<file path="config.mk">
export PLATFORM = sky130hd
export DESIGN_NAME = mdu_sequencer
export DESIGN_NICKNAME = d
export VERILOG_FILES = /design/src/rtl/mdu_pkg.sv /design/src/rtl/mdu_step.sv /design/src/rtl/mdu_sequencer.sv
export SDC_FILE = /design/constraint.sdc
export NUM_CORES = 1
export LEC_CHECK = 0
export BUFFER_PORTS_ARGS = -buffer_cell sky130_fd_sc_hd__buf_2
export CAP_MARGIN = 15
export CORE_ASPECT_RATIO = 1.25
export CORE_MARGIN = 5
export CORE_UTILIZATION = 55
export DETAILED_ROUTE_END_ITERATION = 10
export PLACE_DENSITY_LB_ADDON = 0.2
export SYNTH_ARGS = -nofsm -noshare
export SYNTH_HDL_FRONTEND = slang
export SYNTH_HIERARCHICAL = 1
export SYNTH_SLANG_ARGS = --single-unit
export TNS_END_PERCENT = 1
</file>
<file path="constraint.sdc">
create_clock -name clk -period 8.1 [get_ports clk]
set_input_delay 0.81 -clock clk [delete_from_list [all_inputs] [get_ports clk]]
set_output_delay 0.81 -clock clk [all_outputs]
set_load 0.01 [all_outputs]
</file>
<file path="src/rtl/mdu_pkg.sv">
// ============================================================================
// mdu_pkg : shared types and constants for the multiply/divide sequencer
// Revision : 1.0 - initial release
// ============================================================================
`default_nettype none

package mdu_pkg;

    localparam int MDU_WIDTH = 32;
    localparam int MDU_CNT_W = $clog2(MDU_WIDTH);

    typedef enum logic [1:0] {
        MDU_MUL   = 2'b00,
        MDU_MULHU = 2'b01,
        MDU_DIVU  = 2'b10,
        MDU_REMU  = 2'b11
    } mdu_op_t;

    typedef enum logic [1:0] {
        S_IDLE = 2'b00,
        S_RUN  = 2'b01,
        S_DONE = 2'b10
    } mdu_state_t;

endpackage

`default_nettype wire

</file>
<file path="src/rtl/mdu_step.sv">
// ============================================================================
// mdu_step : one combinational iteration on the {hi,lo} working register,
//            either shift-add multiply or restoring trial-subtract divide.
// Revision : 1.0 - initial release
// ============================================================================
`default_nettype none

module mdu_step #(
    parameter int WIDTH = 32
) (
    input  logic             is_div,
    input  logic [WIDTH-1:0] hi,
    input  logic [WIDTH-1:0] lo,
    input  logic [WIDTH-1:0] opnd,
    output logic [WIDTH-1:0] hi_next,
    output logic [WIDTH-1:0] lo_next
);

    logic [WIDTH:0] sum;
    logic [WIDTH:0] shl_rem;
    logic [WIDTH:0] trial;

    always_comb begin
        sum     = {1'b0, hi} + (lo[0] ? {1'b0, opnd} : {(WIDTH+1){1'b0}});
        shl_rem = {hi, lo[WIDTH-1]};
        // The top bit of the (WIDTH+1)-bit difference is the borrow.
        trial   = shl_rem - {1'b0, opnd};
        if (is_div) begin
            if (trial[WIDTH]) begin
                hi_next = shl_rem[WIDTH-1:0];
                lo_next = {lo[WIDTH-2:0], 1'b0};
            end else begin
                hi_next = trial[WIDTH-1:0];
                lo_next = {lo[WIDTH-2:0], 1'b1};
            end
        end else begin
            hi_next = sum[WIDTH:1];
            lo_next = {sum[0], lo[WIDTH-1:1]};
        end
    end

endmodule

`default_nettype wire

</file>
<file path="src/rtl/mdu_sequencer.sv">
// ============================================================================
// mdu_sequencer : multi-cycle unsigned MUL/MULHU/DIVU/REMU controller with
//                 busy stall output, done pulse and flush abort.
//                 Optional macro MDU_EARLY_OUT_EN: multiplies finish as soon
//                 as no multiplier bits remain.
// Revision : 1.0 - initial release
// ============================================================================
`default_nettype none

module mdu_sequencer
    import mdu_pkg::*;
#(
    parameter int WIDTH = MDU_WIDTH
) (
    input  logic             clk,
    input  logic             reset_n,
    input  logic             start,
    input  logic             flush,
    input  logic [1:0]       op,
    input  logic [WIDTH-1:0] a,
    input  logic [WIDTH-1:0] b,
    output logic             busy,
    output logic             done,
    output logic [WIDTH-1:0] result
);

    localparam int CNT_W = (WIDTH > 1) ? $clog2(WIDTH) : 1;

    mdu_state_t       state;
    mdu_op_t          op_q;
    logic [CNT_W-1:0] count;
    logic [WIDTH-1:0] hi;
    logic [WIDTH-1:0] lo;
    logic [WIDTH-1:0] opnd;

    logic [WIDTH-1:0] hi_n;
    logic [WIDTH-1:0] lo_n;
    logic [WIDTH-1:0] fin_hi;
    logic [WIDTH-1:0] fin_lo;
    logic             is_div;
    logic             exit_now;

    assign is_div = op_q[1];

    mdu_step #(.WIDTH(WIDTH)) u_step (
        .is_div  (is_div),
        .hi      (hi),
        .lo      (lo),
        .opnd    (opnd),
        .hi_next (hi_n),
        .lo_next (lo_n)
    );

`ifdef MDU_EARLY_OUT_EN
    localparam logic [CNT_W:0] LAST = (CNT_W+1)'(WIDTH-1);

    logic [WIDTH-1:0]   mask;
    logic [2*WIDTH-1:0] shifted;

    // lo[count:0] still holds unprocessed multiplier bits; after this step
    // only lo[count:1] remain, and once those are zero the rest is pure shift.
    assign mask     = {WIDTH{1'b1}} >> (LAST - {1'b0, count});
    assign exit_now = (count == '0) || (!is_div && (((lo & mask) >> 1) == '0));
    assign shifted  = {hi_n, lo_n} >> count;
    assign fin_hi   = shifted[2*WIDTH-1:WIDTH];
    assign fin_lo   = shifted[WIDTH-1:0];
`else
    assign exit_now = (count == '0);
    assign fin_hi   = hi_n;
    assign fin_lo   = lo_n;
`endif

    always_ff @(posedge clk or negedge reset_n) begin
        if (!reset_n) begin
            state  <= S_IDLE;
            op_q   <= MDU_MUL;
            count  <= '0;
            hi     <= '0;
            lo     <= '0;
            opnd   <= '0;
            busy   <= 1'b0;
            done   <= 1'b0;
            result <= '0;
        end else begin
            case (state)
                S_IDLE: begin
                    if (start && !flush) begin
                        op_q  <= mdu_op_t'(op);
                        count <= CNT_W'(WIDTH-1);
                        hi    <= '0;
                        // Multiply keeps the multiplier in lo; divide keeps the dividend there.
                        lo    <= op[1] ? a : b;
                        opnd  <= op[1] ? b : a;
                        busy  <= 1'b1;
                        state <= S_RUN;
                    end
                end
                S_RUN: begin
                    if (flush) begin
                        count <= '0;
                        busy  <= 1'b0;
                        state <= S_IDLE;
                    end else begin
                        hi <= hi_n;
                        lo <= lo_n;
                        if (exit_now) begin
                            count  <= '0;
                            done   <= 1'b1;
                            result <= op_q[0] ? fin_hi : fin_lo;
                            state  <= S_DONE;
                        end else begin
                            count <= count - 1'b1;
                        end
                    end
                end
                S_DONE: begin
                    done  <= 1'b0;
                    busy  <= 1'b0;
                    state <= S_IDLE;
                end
                default: state <= S_IDLE;
            endcase
        end
    end

endmodule

`default_nettype wire

</file>
==> key figures <==
Clock tree
  – TritonCTS clock tree: yes
  – Clk pin slew, worst setup/hold paths: roughly 70 ps
  – CTS Buf Count: 17
  – Postcts setup bufs: 0
  – Hold Buf Count CTS: 0
  – Worst-skew pair later-pin latency: approximately 420 ps
  – CTS sink count: around 140
  – CTS-repair resized insts: 0
  – CTS Buffer Depth: 2
  – Number of H-tree levels: 4
  – Root Buffer: clkbuf_16

Logic synthesis
  – Avg Inst Size Synth: 8.85 sq um
  – Cell variety after synth: 73
  – Mapped Cells: 1276
  – Synth top area share: 0.308
  – Main synth FF type: dfrtp_1
  – Synth area leaders: dfrtp_1, mux2i_1, ha_1, mux2_2, o21ai_0
  – Post-synth EDFFs: 0
  – Seq cells post-synth: between 100 and 150
  – Mapped cell area: 0.0113 sq mm
  – Area leader, netlist: dfrtp_1
  – Asr flop ratio synth: 1.00
  – Seq/Total Area, Yosys: 0.308
  – Ys Warns: 6
  – Syn_nets: 1417

STA
  – RSZ-0062 raised after global routing: no
  – Minimum clock period: roughly 4100 ps
  – Final period util: 0.505
  – Slew Limit Fails: 0
  – Worst-margin pin slew: 1120 ps
  – Setup-failing EPs final: 0
  – Rel. slew slack: 0.251
  – Clock Skew: roughly 14 ps
  – Final setup TNS: 0 ps
  – Max Freq: 0.245 GHz
  – Final Hold Viols: 0

GRT
  – Vias in the first global route: 9621
  – Total global routing overflow: 0
  – GRT Total Usage: 0.273
  – Largest net degree at the start of global routing: 75
  – First-pass GRT wire length: 52300 um
  – Initial antenna violation count: 0

Flow run
  – # Max-Cap Violations: 0

Final layout
  – Diodes inserted: 0
  – Nets: between 1000 and 1500
  – Area grow syn2layout: 10.7%
  – # fillers: 1756
  – Share of post-route cells with drive strength above 1: 0.167
  – Commonest cells after routing, fill and taps aside: o21ai_0, dfrtp_1, nand2_1, mux2i_1, buf_2
  – Commonest non-fill, non-tap cell in the layout: o21ai_0

Critical path
  – Required time of the critical path: 8410 ps
  – Slowest-stage cell, CP: dfrtp_1
  – Critical Path Start Type: flip-flop
  – Slowest stage delay, CP: 1010 ps
  – Worst path cell trace: and2_1, ha_1, a21o_1, a31oi_1, o211ai_1, a211oi_1, a21boi_1, a31oi_1, nor3b_1, a221oi_1, o21a_1, mux2i_1, o21ai_0
  – Cell mode on critical path: a31oi_1
  – Reg2Reg Launch Point: lo[0]
  – CP startpoint: lo[0]
  – CP max FO: 34
  – Data arrival, critical path: roughly 4400 ps
  – Kind of critical path: reg -> reg
  – CP endpoint kind: flip-flop

Drt
  – Via density: 6.21
  – Aggregate routed wire length: 32700 um
  – Initial DRC Count: ~780
  – Wire per inst: 20.3 um
  – Vias: 10000
  – # DRC: 0
  – First drt pass iteration count: 5
  – Post-DRT Antenna Nets: 0

Run status
  – Status: complete, no violations

Floorplan
  – Die Area: 0.0235 sq mm
  – Horiz. Die Dim: 138 um
  – Row cnt: 58
  – Chip Height: between 150 and 200 um
  – IO Count: 104
  – Core box area: 0.0202 sq mm
  – Starting density of the core: 0.560

Place
  – Routability cong.: approximately 0.94
  – HPWL Detailed: 24000 um
  – # port buffers: 103

Worst hold path
  – Hold Crit Class: in -> async
## worst max-delay path: cells and delay by family (launching register included)
kind / cells / cell delay, ps
mux: 1 / 120
fa+ha+maj: 1 / 300
compound gates: 9 / 2200
simple gates: 2 / 320
flops: 1 / 1010
## cell usage after synthesis, types with 4 or more instances
master and n:
buf_1 4, nor3_1 11, nor2b_1 9, o211ai_1 5
a31oi_1 17, mux2i_1 129, o21ai_1 10, o21a_1 8
and2_1 37, nand4_1 8, a221oi_1 4, a211oi_1 9
nor3b_1 5, nand3_1 17, o21bai_1 11, a21oi_1 77
buf_2 15, o21ai_0 146, inv_1 57, mux2_2 65
a22o_1 33, nor2_1 45, nand2_1 129, nand2b_1 7
xnor2_1 29, ha_1 69, dfrtp_1 139, xor2_1 25
a21o_1 32, clkbuf_1 53, buf_6 4
## stage by stage
step	hold WS, ps	worst slack [ps]	util	cell area, sq um	instances
finish	386	4010	0.620	12500	1611
global route	421	3740	0.620	12500	1611
CTS	401	4060	0.620	12500	1611
detailed placement	482	4110	0.590	11900	1579
global placement	486	4200	0.590	11900	1579
floorplan	464	5020	-	11300	1276
## layer usage
metal / GRT usage / up-vias / part of all wire
li1: - / 4724 / -
met1: 0.387 / 4813 / 0.45
met2: 0.438 / 426 / 0.46
met3: 0.0464 / 46 / 0.071
met4: 0.0709 / 0 / 0.017
met5: 0 / - / 0
## flip-flops by register name, summed over array words and instances (netlist names), 2 cells and up
register / flops
count: 5
hi: 32
lo: 32
op_q: 2
opnd: 32
result: 32
state: 2
## final timing paths
path,end,slack (ps),cells after the start
worst max register to register,result[26],4010,13
worst max-delay path,result[26],4010,13
worst min-delay path,lo[8],390,1
worst min register to register,result[25],500,2
max in group asynchronous,opnd[27],6270,2
min in group clk,result[25],500,2
## cells by family (layout without fill, tap and decap cells)
logic type,after synthesis,after routing,synth area share
compound gates,394,394,0.219
xor+xnor,54,54,0.0419
fa+ha+maj,71,71,0.0800
buf+inv,137,202,0.0505
flops,139,139,0.308
mux,195,195,0.180
simple gates,286,286,0.121
## layout make-up
| class | count | area (sq um) | share of cell area |
|---|---|---|---|
| tap | 270 | 338 | 0.0270 |
| inverter | 57 | 214 | 0.0171 |
| sequential | 139 | 3480 | 0.279 |
| clock buffer | 19 | 453 | 0.0362 |
| multi-input combinational | 1000 | 7260 | 0.581 |
| clock inverter | 13 | 153 | 0.0122 |
| timing repair buffer | 113 | 599 | 0.0479 |
Power is not shown: default switching activity piles up to over one toggle a cycle in this logic, so the estimate is an artifact.
